**src/rtl/arilla_bus_arbiter.sv**
```systemverilog
// Round-robin arbiter sharing one arilla bus between the hart load/store port (r0)
// and the debug system-bus-access port (r1), with a no-hit timeout abort.
module arilla_bus_arbiter #(
   parameter int DataWidth        = 32,
   parameter int ByteAddressWidth = 32,
   parameter int ByteSize         = 8,
   parameter int TimeoutCycles    = 16,
   localparam int BytesPerWord     = DataWidth / ByteSize,
   localparam int WordAddressWidth = ByteAddressWidth - $clog2(BytesPerWord)
) (
   input  logic                        clk,
   input  logic                        rst,
   input  logic [WordAddressWidth-1:0] r0_address,
   input  logic [BytesPerWord-1:0]     r0_byte_enable,
   input  logic [DataWidth-1:0]        r0_data_ctp,
   input  logic                        r0_read,
   input  logic                        r0_write,
   output logic [DataWidth-1:0]        r0_data_ptc,
   output logic                        r0_available,
   output logic                        r0_intercept,
   output logic                        r0_hit,
   output logic                        r0_error,
   input  logic [WordAddressWidth-1:0] r1_address,
   input  logic [BytesPerWord-1:0]     r1_byte_enable,
   input  logic [DataWidth-1:0]        r1_data_ctp,
   input  logic                        r1_read,
   input  logic                        r1_write,
   output logic [DataWidth-1:0]        r1_data_ptc,
   output logic                        r1_available,
   output logic                        r1_intercept,
   output logic                        r1_hit,
   output logic                        r1_error,
   output logic [WordAddressWidth-1:0] bus_address,
   output logic [BytesPerWord-1:0]     bus_byte_enable,
   output logic [DataWidth-1:0]        bus_data_ctp,
   output logic                        bus_read,
   output logic                        bus_write,
   input  logic [DataWidth-1:0]        bus_data_ptc,
   input  logic                        bus_available,
   input  logic                        bus_intercept,
   input  logic                        bus_hit,
   output logic [1:0]                  dbg_state,
   output logic                        dbg_last_grant
);

   localparam int CountWidth = $clog2(TimeoutCycles);

   typedef enum logic [1:0] {
      IDLE   = 2'd0,
      GRANT0 = 2'd1,
      GRANT1 = 2'd2
   } state_t;

   state_t                state, state_next;
   logic                  last_grant, last_grant_next;
   logic [CountWidth-1:0] count, count_next;

   // Handshake: a requester raises read or write and holds address, byte_enable,
   // data and strobe stable until it sees available for exactly one cycle; error,
   // when set, accompanies that same available cycle and means the transfer aborted.
   logic                        gsel;
   logic                        sel_pending;
   logic                        timeout_hit;
   logic [WordAddressWidth-1:0] sel_address;
   logic [BytesPerWord-1:0]     sel_byte_enable;
   logic [DataWidth-1:0]        sel_data_ctp;
   logic                        sel_read, sel_write;
   logic [DataWidth-1:0]        resp_data;
   logic                        resp_available, resp_intercept, resp_hit, resp_error;

   always_ff @(posedge clk) begin
      if (rst) begin
         state      <= IDLE;
         last_grant <= 1'b1;
         count      <= '0;
      end else begin
         state      <= state_next;
         last_grant <= last_grant_next;
         count      <= count_next;
      end
   end

   assign gsel            = (state == GRANT1);
   assign sel_address     = gsel ? r1_address     : r0_address;
   assign sel_byte_enable = gsel ? r1_byte_enable : r0_byte_enable;
   assign sel_data_ctp    = gsel ? r1_data_ctp    : r0_data_ctp;
   assign sel_read        = gsel ? r1_read        : r0_read;
   assign sel_write       = gsel ? r1_write       : r0_write;
   assign sel_pending     = sel_read | sel_write;
   assign timeout_hit     = !bus_hit && (count == CountWidth'(TimeoutCycles - 1));

   always_comb begin
      state_next      = state;
      last_grant_next = last_grant;
      count_next      = count;
      bus_address     = '0;
      bus_byte_enable = '0;
      bus_data_ctp    = '0;
      bus_read        = 1'b0;
      bus_write       = 1'b0;
      resp_data       = '0;
      resp_available  = 1'b0;
      resp_intercept  = 1'b0;
      resp_hit        = 1'b0;
      resp_error      = 1'b0;
      case (state)
         IDLE: begin
            count_next = '0;
            if ((r0_read | r0_write) && (r1_read | r1_write))
               state_next = last_grant ? GRANT0 : GRANT1;
            else if (r0_read | r0_write)
               state_next = GRANT0;
            else if (r1_read | r1_write)
               state_next = GRANT1;
         end
         GRANT0, GRANT1: begin
            bus_address     = sel_address;
            bus_byte_enable = sel_byte_enable;
            bus_data_ctp    = sel_data_ctp;
            bus_read        = sel_read;
            bus_write       = sel_write;
            resp_data       = bus_data_ptc;
            resp_available  = bus_available;
            resp_intercept  = bus_intercept;
            resp_hit        = bus_hit;
            count_next      = bus_hit ? '0 : count + CountWidth'(1);
            if (!sel_pending) begin
               // Withdrawal is not a completion, so fairness history is kept.
               state_next = IDLE;
               count_next = '0;
            end else if (timeout_hit) begin
               bus_read        = 1'b0;
               bus_write       = 1'b0;
               resp_available  = 1'b1;
               resp_error      = 1'b1;
               resp_data       = '0;
               last_grant_next = gsel;
               state_next      = IDLE;
               count_next      = '0;
            end else if (bus_available) begin
               last_grant_next = gsel;
               state_next      = IDLE;
               count_next      = '0;
            end
         end
         default: begin
            state_next = IDLE;
            count_next = '0;
         end
      endcase
   end

   always_comb begin
      r0_data_ptc  = (state == GRANT0) ? resp_data      : '0;
      r0_available = (state == GRANT0) ? resp_available : 1'b0;
      r0_intercept = (state == GRANT0) ? resp_intercept : 1'b0;
      r0_hit       = (state == GRANT0) ? resp_hit       : 1'b0;
      r0_error     = (state == GRANT0) ? resp_error     : 1'b0;
      r1_data_ptc  = (state == GRANT1) ? resp_data      : '0;
      r1_available = (state == GRANT1) ? resp_available : 1'b0;
      r1_intercept = (state == GRANT1) ? resp_intercept : 1'b0;
      r1_hit       = (state == GRANT1) ? resp_hit       : 1'b0;
      r1_error     = (state == GRANT1) ? resp_error     : 1'b0;
   end

   assign dbg_state      = state;
   assign dbg_last_grant = last_grant;

endmodule

```
**config.mk**
```make
export PLATFORM = sky130hd
export DESIGN_NAME = arilla_bus_arbiter
export DESIGN_NICKNAME = d
export VERILOG_FILES = /design/src/rtl/arilla_bus_arbiter.sv
export SDC_FILE = /design/constraint.sdc
export NUM_CORES = 1
export LEC_CHECK = 0
export ABC_AREA = 1
export BUFFER_PORTS_ARGS = -buffer_cell sky130_fd_sc_hd__buf_2
export CELL_PAD_IN_SITES_DETAIL_PLACEMENT = 0
export CELL_PAD_IN_SITES_GLOBAL_PLACEMENT = 1
export CORE_AREA = 2 2 123 125
export CTS_CLUSTER_SIZE = 30
export DETAILED_ROUTE_END_ITERATION = 7
export DIE_AREA = 0 0 125 127
export GPL_TIMING_DRIVEN = 1
export PLACE_DENSITY_LB_ADDON = 0.1
export SLEW_MARGIN = 20
export SYNTH_ARGS = -nofsm -noshare
export SYNTH_HDL_FRONTEND = slang
export SYNTH_SLANG_ARGS = --single-unit
```
**constraint.sdc**
```tcl
create_clock -name clk -period 3.48 [get_ports clk]
set_input_delay 0.522 -clock clk [delete_from_list [all_inputs] [get_ports clk]]
set_output_delay 0.522 -clock clk [all_outputs]
set_load 0.01 [all_outputs]
```
# ---- Yosys cells after proc, flatten, opt, wreduce, memory -nomap -nowiden
# Cells that the tools add are included.
dict set report word_totals {
  out_inout_bits 143
  ff_bits 7
}
dict set report classes {
  addsub 1
  n_eq_ne 5
  mux 45
  n_reduce_logical 9
  bitwise 5
}
# cell count
set ops {}
lappend ops {{$mux 32} 7}
lappend ops {{$mux 30} 2}
lappend ops {{$mux 1} 26}
lappend ops {{$mux 2} 7}
lappend ops {{$mux 4} 2}
lappend ops {{$ne 4x4->1 const B} 2}
lappend ops {{$reduce_or 6->1} 1}
lappend ops {{$add 4x1->4 const B} 1}
lappend ops {{$eq 4x4->1 const B} 1}
lappend ops {{$pmux 2 s2} 1}
lappend ops {{$or 1x1->1} 3}
lappend ops {{$reduce_and 3->1} 1}
lappend ops {{$eq 2x1->1 const B} 1}
lappend ops {{$eq 2x2->1 const B} 1}
lappend ops {{$logic_and 1x1->1} 2}
lappend ops {{$logic_not 2->1} 1}
lappend ops {{$not 1->1} 2}
lappend ops {{$reduce_and 2->1} 1}
lappend ops {{$reduce_bool 2->1} 1}
lappend ops {{$reduce_or 2->1} 1}
lappend ops {{$logic_not 1->1} 1}

# ---- Logic depth before layout (Yosys ltp)
# Gate-level depths: netlist of the first run.
dict set report depth {
  ltp_word 6
  ltp_mapped 11
}

# ---- Worst setup path after synthesis of the first run
# No wires, ideal clock.
dict set report synth_timing {
  path_type {reg2out}
  from {register state[0] (netlist: dbg_state[0])}
  to {output port bus_address[4]}
  required_time_ns 2.958
  path_stages_with_launch 8
  slack_ns 1.388
  arrival_time_ns 1.570
  path_cell_list {dfxtp_1 > inv_1 > ha_1 > buf_2 > buf_4 > clkbuf_1 > o21ai_0 > nor2_1}
}
dict set report synth_between {
  elab_chain_cells 3
  word_cells_on_any_way 5
  classes_between {eq/ne (2); mux (2); reduce/logical (1)}
}
# element line
set synth_lines {}
lappend synth_lines {{from (decl)} 54} ;# state_t state, state_next;
lappend synth_lines {{from (signal assigned)} 77} ;# state <= state_next;
lappend synth_lines {{$eq 2x2->1 / $eq 2x1->1 (equally long branches)} {83, 106}}
lappend synth_lines {{$mux 30 / $reduce_or 2->1 (equally long branches)} {84, 106}}
lappend synth_lines {{$mux 30 (*)} 106} ;# case (state)
lappend synth_lines {{to (decl)} 33} ;# output logic [WordAddressWidth-1:0] bus_address,
# Mark *: on every way between the ends. The rest lies on a longest branch, timed or not.

# ---- Worst setup path in the final report of the first run
dict set report layout_timing {
  from {register state[0] (netlist: dbg_state[0])}
  to {output port r0_data_ptc[10]}
}
dict set report layout_between {
  elab_chain_cells 6
  word_cells_on_any_way 9
  classes_between {eq/ne (2); mux (5); bitwise (1); reduce/logical (1)}
}
# element line
set layout_lines {}
lappend layout_lines {{$eq 2x2->1 (*)} 83} ;# assign gsel = (state == GRANT1);
lappend layout_lines {{named net gsel} 61} ;# logic gsel;
lappend layout_lines {{$mux 1, on equally long branches} {87, 88}}
lappend layout_lines {{$or 1x1->1} 89} ;# assign sel_pending = sel_read | sel_write;
lappend layout_lines {{$mux 32} 127} ;# if (!sel_pending) begin
lappend layout_lines {{$mux 32 (*)} 106}
lappend layout_lines {{$mux 32 (*)} 154} ;# r0_data_ptc = (state == GRANT0) ? resp_data : '0;
lappend layout_lines {{to (decl)} 18} ;# output logic [DataWidth-1:0] r0_data_ptc,
# Mark *: on every way through the listed nets, which the timed path passes. The rest lies on a longest branch.

==> flow_metrics.env, run 1 <==
export IMPL_synth_nets=587
export IMPL_p_total_mw=2.392
export IMPL_synthToLayoutAreaGrowth_pct=76.48
export IMPL_die_h_um=127
export IMPL_die_area_um2=15880
export IMPL_ioPinCount=316
export IMPL_status="finished, final reports clean"
export IMPL_endpoint_kind="output port"
export IMPL_worstSetupPathType="reg2out"
export IMPL_core_area_um2=14420
export IMPL_p_leak_nw=2.408
export IMPL_clock_skew_final_ns=0.0003137
export IMPL_hold_class="reg2reg"
export IMPL_nFillCells=1671
export IMPL_synth_distinct_cells=22
export IMPL_diodes=0
export IMPL_crit_required_ns=2.96
export IMPL_clock_latency_ns=0.23
export IMPL_numCtsBuffers=3
export IMPL_holdWs_ns=0.4451
export IMPL_final_util_pct=27.98
export IMPL_p_per_area_nw_per_um2=592.5
export IMPL_final_nets=878
export IMPL_grt_pass1_wl_um=17930
export IMPL_viasPerCell=4.083
export IMPL_die_width_um=125
export IMPL_final_max_slew_violation_count=0
export IMPL_grt_start_max_net_pins=63
export IMPL_synth_area_per_cell_um2=5.579
export IMPL_cts_setup_buffers=0
export IMPL_hpwl_um=9833
export IMPL_grt_pass1_vias=3496
export IMPL_final_antenna_net_count=0
export IMPL_drive_gt1_share_pct=56.29
export IMPL_drv_cap=0
export IMPL_clock_path_buffers=2
export IMPL_vias=3609
export IMPL_hold_buffers=0
export IMPL_cts_resized=0
export IMPL_start_util_pct=15.86
export IMPL_syn_cell_area_um2=2287
export IMPL_drt_iter0_drc=122
export IMPL_cts_root_buffer="clkbuf_16"
export IMPL_period_share_pct=85.99
export IMPL_cts_tree="built"
export IMPL_rsz0062_at_grt="no"
export IMPL_grt_use_total_pct=13.70
export IMPL_multi_input_area_um2=1767
export IMPL_synth_yosys_warnings=0
export IMPL_place_gp_congestion=0.8169
export IMPL_grt_overflow=0
export IMPL_worstPathArrival_ns=2.47
export IMPL_synth_seq_cells=7
export IMPL_drt_first_pass_iters=4
export IMPL_fmax_mhz=334.2
export IMPL_finalHoldViolations=0
export IMPL_clock_sinks=7
export IMPL_clkTransAtPathRegs_ns=0.04
export IMPL_row_count=44
export IMPL_setup_violations=0
export IMPL_wl_per_cell_um=13.42
export IMPL_drc_errors=0
export IMPL_portBuffers=315
export IMPL_antenna_found_initial=0
export IMPL_final_cell_mix="buf_2, nor2_1, o21ai_0"
export IMPL_synth_cells=410
export IMPL_synth_seq_area_share_pct=6.127
export IMPL_worstMarginPinSlew_ns=0.5774
export IMPL_regArea_um2=140.1
export IMPL_layout_commonest_cell="buf_2"
export IMPL_drt_total_wl_um=11860
export IMPL_htreeDepth=1
export IMPL_cp_max_fo=28
export IMPL_setup_tns_ns=0
export IMPL_slew_headroom_pct=61.51
export IMPL_post_route_min_period_ns=2.992
export IMPL_cp_start_kind="flop"
export IMPL_ir_drop_mv=0.2108
synth_stat cells:
cell type / n / area (um^2)
a21oi_1: 4 / 20.02
nor3_1: 7 / 35.03
buf_6: 7 / 78.83
nor3_2: 60 / 600.6
nand2_2: 4 / 25.02
xnor2_1: 1 / 8.760
nand2_1: 10 / 37.54
o21ai_4: 1 / 16.27
nand3_1: 9 / 45.04
nand2_4: 1 / 11.26
inv_1: 46 / 172.7
dfxtp_1: 7 / 140.1
ha_1: 4 / 50.05
buf_2: 14 / 70.07
clkbuf_1: 13 / 48.80
o21ai_0: 61 / 305.3
nor2_1: 150 / 563.0
buf_4: 1 / 7.510
o21ai_1: 7 / 35.03
xor2_1: 1 / 8.760
inv_2: 1 / 3.750
buf_1: 1 / 3.750
kinds of logic after synthesis:
kind of cell | share of synthesized area (%)
and+or+nand+nor | 57.60
buffers and inverters | 16.85
AOI/OAI and AO/OA | 16.47
DFF | 6.127
adders and majority gates | 2.188
xor gates and xnor gates | 0.7660
state kept, by name (all words and copies together) (netlist names):
| signal | cells |
|---|---|
| dbg_last_grant | 1 |
| dbg_state | 2 |
| count | 4 |
worst max-delay path: stages (launching register included):
cell	delay, ns
dfxtp_1	0.33
inv_1	0.09
ha_2	0.38
inv_4	0.19
nand2_1	0.11
nand2_2	0.07
nand2_2	0.09
nand2_2	0.09
nand2_4	0.35
buf_4	0.32
nor3_2	0.06
buf_2	0.15
final timing paths:
| check | depth (start not counted) | end | startpoint | slack (ns) |
|---|---|---|---|---|
| worst min-delay path | 1 | count[0] | count[0] | 0.45 |
| worst max register to register | 9 | dbg_state[1] | dbg_state[0] | 1.71 |
| worst min register to register | 1 | count[0] | count[0] | 0.45 |
| worst max-delay path | 11 | r0_data_ptc[10] | dbg_state[0] | 0.49 |
report_power, final:
group | internal, mW | total [mW] | leakage [nW] | switching (mW)
registers | 0.0937 | 0.107 | 0.0570 | 0.0131
clock network | 0.153 | 0.198 | 0.0382 | 0.0454
logic | 0.699 | 2.09 | 2.31 | 1.39
total | 0.945 | 2.39 | 2.41 | 1.45
through the flow:
stage,instances,instance area [um^2],setup WS (ns)
floorplan,410,2287,1.388
global placement,880,3958,0.8196
detailed placement,880,3958,0.7295
CTS,884,4036,0.4802
global route,884,4036,0.2582
finish,884,4036,0.4877
layout make-up:
type	count	share of cell area [%]
multi-input cells	320	43.77
repair buffers	322	40.67
well taps	184	5.704
inverters	47	4.433
flip-flops and latches	7	3.472
clock buffers	4	1.953
layer usage:
layer	vias up	wire, um	track usage [%]
li1	1879	-	-
met1	1549	4276	14.45
met2	175	6538	28.36
met3	6	995	2.973
met4	0	54	1.438
met5	-	0	0
No activity file was read; power rests on OpenSTA's default activity.
==> run 2: changes to the inputs <==
--- a/config.mk
+++ b/config.mk
@@ -7,7 +7,7 @@
 export LEC_CHECK = 0
 export ABC_AREA = 1
 export BUFFER_PORTS_ARGS = -buffer_cell sky130_fd_sc_hd__buf_2
-export CELL_PAD_IN_SITES_DETAIL_PLACEMENT = 0
+export CELL_PAD_IN_SITES_DETAIL_PLACEMENT = 1
 export CELL_PAD_IN_SITES_GLOBAL_PLACEMENT = 1
 export CORE_AREA = 2 2 123 125
 export CTS_CLUSTER_SIZE = 30
==> run 2 against run 1 <==
Effect of this change: register-to-register slack got worse by 0.05 ns; setup slack got worse by 0.030 ns; sequential cell count did not move; critical path depth did not move; utilization barely moved; combinational power barely moved; cell count rose by 0.11%; clock power barely moved; final area barely moved; clock skew rose by 0.0034 ns; non-clock buffer count did not move; critical path type unchanged; largest cell class unchanged; largest power group unchanged.
==> flow_metrics.env, run 2 (synthesis results as in run 1) <==
export IMPL_drv_cap=0
export IMPL_slowest_stage="ha_2"
export IMPL_clock_skew_final_ns=0.003711
export IMPL_grt_use_total_pct=15.27
export IMPL_path_delay_family="buffers and inverters"
export IMPL_cp_start_kind="flop"
export IMPL_viasPerCell=4.255
export IMPL_hold_class="reg2reg"
export IMPL_min_to="count[0]"
export IMPL_cts_setup_buffers=0
export IMPL_drt_iter0_drc=119
export IMPL_critPathBufInv=4
export IMPL_cts_resized=0
export IMPL_ir_drop_mv=0.2139
export IMPL_reg2reg_to="count[0]"
export IMPL_grt_start_max_net_pins=63
export IMPL_grt_overflow=0
export IMPL_setup_violations=0
export IMPL_worstPathCellList="inv_1, ha_2, inv_4, nand2_1, nand2_2, nand2_2, nand2_2, nand2_4, buf_4, nor3_2, buf_2"
export IMPL_clock_latency_ns=0.23
export IMPL_die_area_um2=15880
export IMPL_largest_reg_flops=4
export IMPL_layout_commonest_cell="buf_2"
export IMPL_regMostFlops="count"
export IMPL_worstMarginPinSlew_ns=0.5889
export IMPL_ioPinCount=316
export IMPL_worstSetupPathType="reg2out"
export IMPL_hpwl_um=10970
export IMPL_grt_pass1_vias=3871
export IMPL_hold_buffers=0
export IMPL_final_max_slew_violation_count=0
export IMPL_place_gp_congestion=0.8169
export IMPL_synthToLayoutAreaGrowth_pct=76.59
export IMPL_clock_sinks=7
export IMPL_fmax_mhz=330.9
export IMPL_finalHoldViolations=0
export IMPL_drc_errors=0
export IMPL_rsz0062_at_grt="no"
export IMPL_core_area_um2=14420
export IMPL_worstRegToRegCells=8
export IMPL_rrSetupSlack_ns=1.66
export IMPL_period_share_pct=86.84
export IMPL_cts_root_buffer="clkbuf_16"
export IMPL_crit_required_ns=2.96
export IMPL_row_count=44
export IMPL_holdWs_ns=0.4726
export IMPL_status="finished, final reports clean"
export IMPL_slew_headroom_pct=60.74
export IMPL_p_per_area_nw_per_um2=599.6
export IMPL_drt_total_wl_um=13220
export IMPL_wl_per_cell_um=14.94
export IMPL_cts_tree="built"
export IMPL_setup_tns_ns=0
export IMPL_rr_startpoint="dbg_state[0]"
export IMPL_drt_first_pass_iters=4
export IMPL_clock_path_buffers=2
export IMPL_fin_cells=885
export IMPL_portBuffers=315
export IMPL_post_route_min_period_ns=3.022
export IMPL_endpoint_kind="output port"
export IMPL_clkTransAtPathRegs_ns=0.04
export IMPL_final_antenna_net_count=0
export IMPL_die_h_um=127
export IMPL_worstPathArrival_ns=2.50
export IMPL_hold_path_startpoint="count[0]"
export IMPL_final_cell_mix="buf_2, nor2_1, o21ai_0"
export IMPL_start_util_pct=15.86
export IMPL_final_nets=878
export IMPL_min_path_cells=1
export IMPL_cp_max_fo=28
export IMPL_antenna_found_initial=1
export IMPL_grt_pass1_wl_um=20110
export IMPL_die_width_um=125
export IMPL_dp_cells=880
export IMPL_htreeDepth=1
export IMPL_critPathMaxStageDelay_ns=0.38
export IMPL_drive_gt1_share_pct=56.29
export IMPL_vias=3766
export IMPL_numCtsBuffers=3
export IMPL_p_leak_nw=2.408
export IMPL_crit_path_frequent_cell="nand2_2"
## run 2: cell types whose count changed in the layout (fill, tap and decap cells not counted)
cell / before / now
diode_2: 0 / 1
## run 2: worst max path at each step
stage / start / end / slack, ns / depth (start not counted)
after CTS: dbg_state[0] / r0_data_ptc[4] / 0.43 / 11
final: dbg_state[0] / r0_data_ptc[9] / 0.46 / 11
after detailed placement: dbg_state[0] / r0_data_ptc[4] / 0.68 / 11
after global routing: dbg_state[0] / r0_data_ptc[8] / 0.27 / 11
after floorplan: dbg_state[0] / bus_address[4] / 1.39 / 7
after global placement: dbg_state[0] / r0_data_ptc[10] / 0.82 / 11
## run 2: worst reg2reg max path, delay by kind of cell (launching register included)
kind	cells	cell delay, ns
simple gates	4	0.51
fa+ha+maj	1	0.38
flops	1	0.33
buf+inv	2	0.29
compound gates	1	0.24
## run 2: cell type report
cell class,instances,area [um^2]
Timing Repair Buffer,322,1642
Antenna cell,1,2.502
Sequential cell,7,140.1
Clock buffer,4,78.83
Multi-Input combinational cell,320,1767
Inverter,47,178.9
Tap cell,184,230.2
Fill cell,1990,10390
## run 2: through the flow
| stage | area, um^2 | power, mW | utilization (%) | worst slack [ns] |
|---|---|---|---|---|
| after floorplan | 2287 | 1.510 | - | 1.388 |
| after global placement | 3958 | 2.246 | 27.44 | 0.8196 |
| after detailed placement | 3958 | 2.279 | 27.44 | 0.6772 |
| after CTS | 4036 | 2.487 | 27.98 | 0.4254 |
| after global routing | 4039 | 2.668 | 28.00 | 0.2697 |
| final | 4039 | 2.422 | 28.00 | 0.4579 |
## run 2: where the power goes
group	switching (mW)	leakage, nW	internal (mW)
sequential	0.0137	0.0570	0.0937
combinational	1.42	2.31	0.700
clock	0.0440	0.0382	0.152
total	1.48	2.41	0.946
## run 2: layer usage
| layer | routed length [um] | GRT usage [%] | vias up |
|---|---|---|---|
| met5 | 0 | 0 | - |
| met4 | 183 | 2.418 | 0 |
| met2 | 7121 | 30.37 | 175 |
| li1 | - | - | 1884 |
| met1 | 4824 | 16.44 | 1693 |
| met3 | 1092 | 3.853 | 14 |
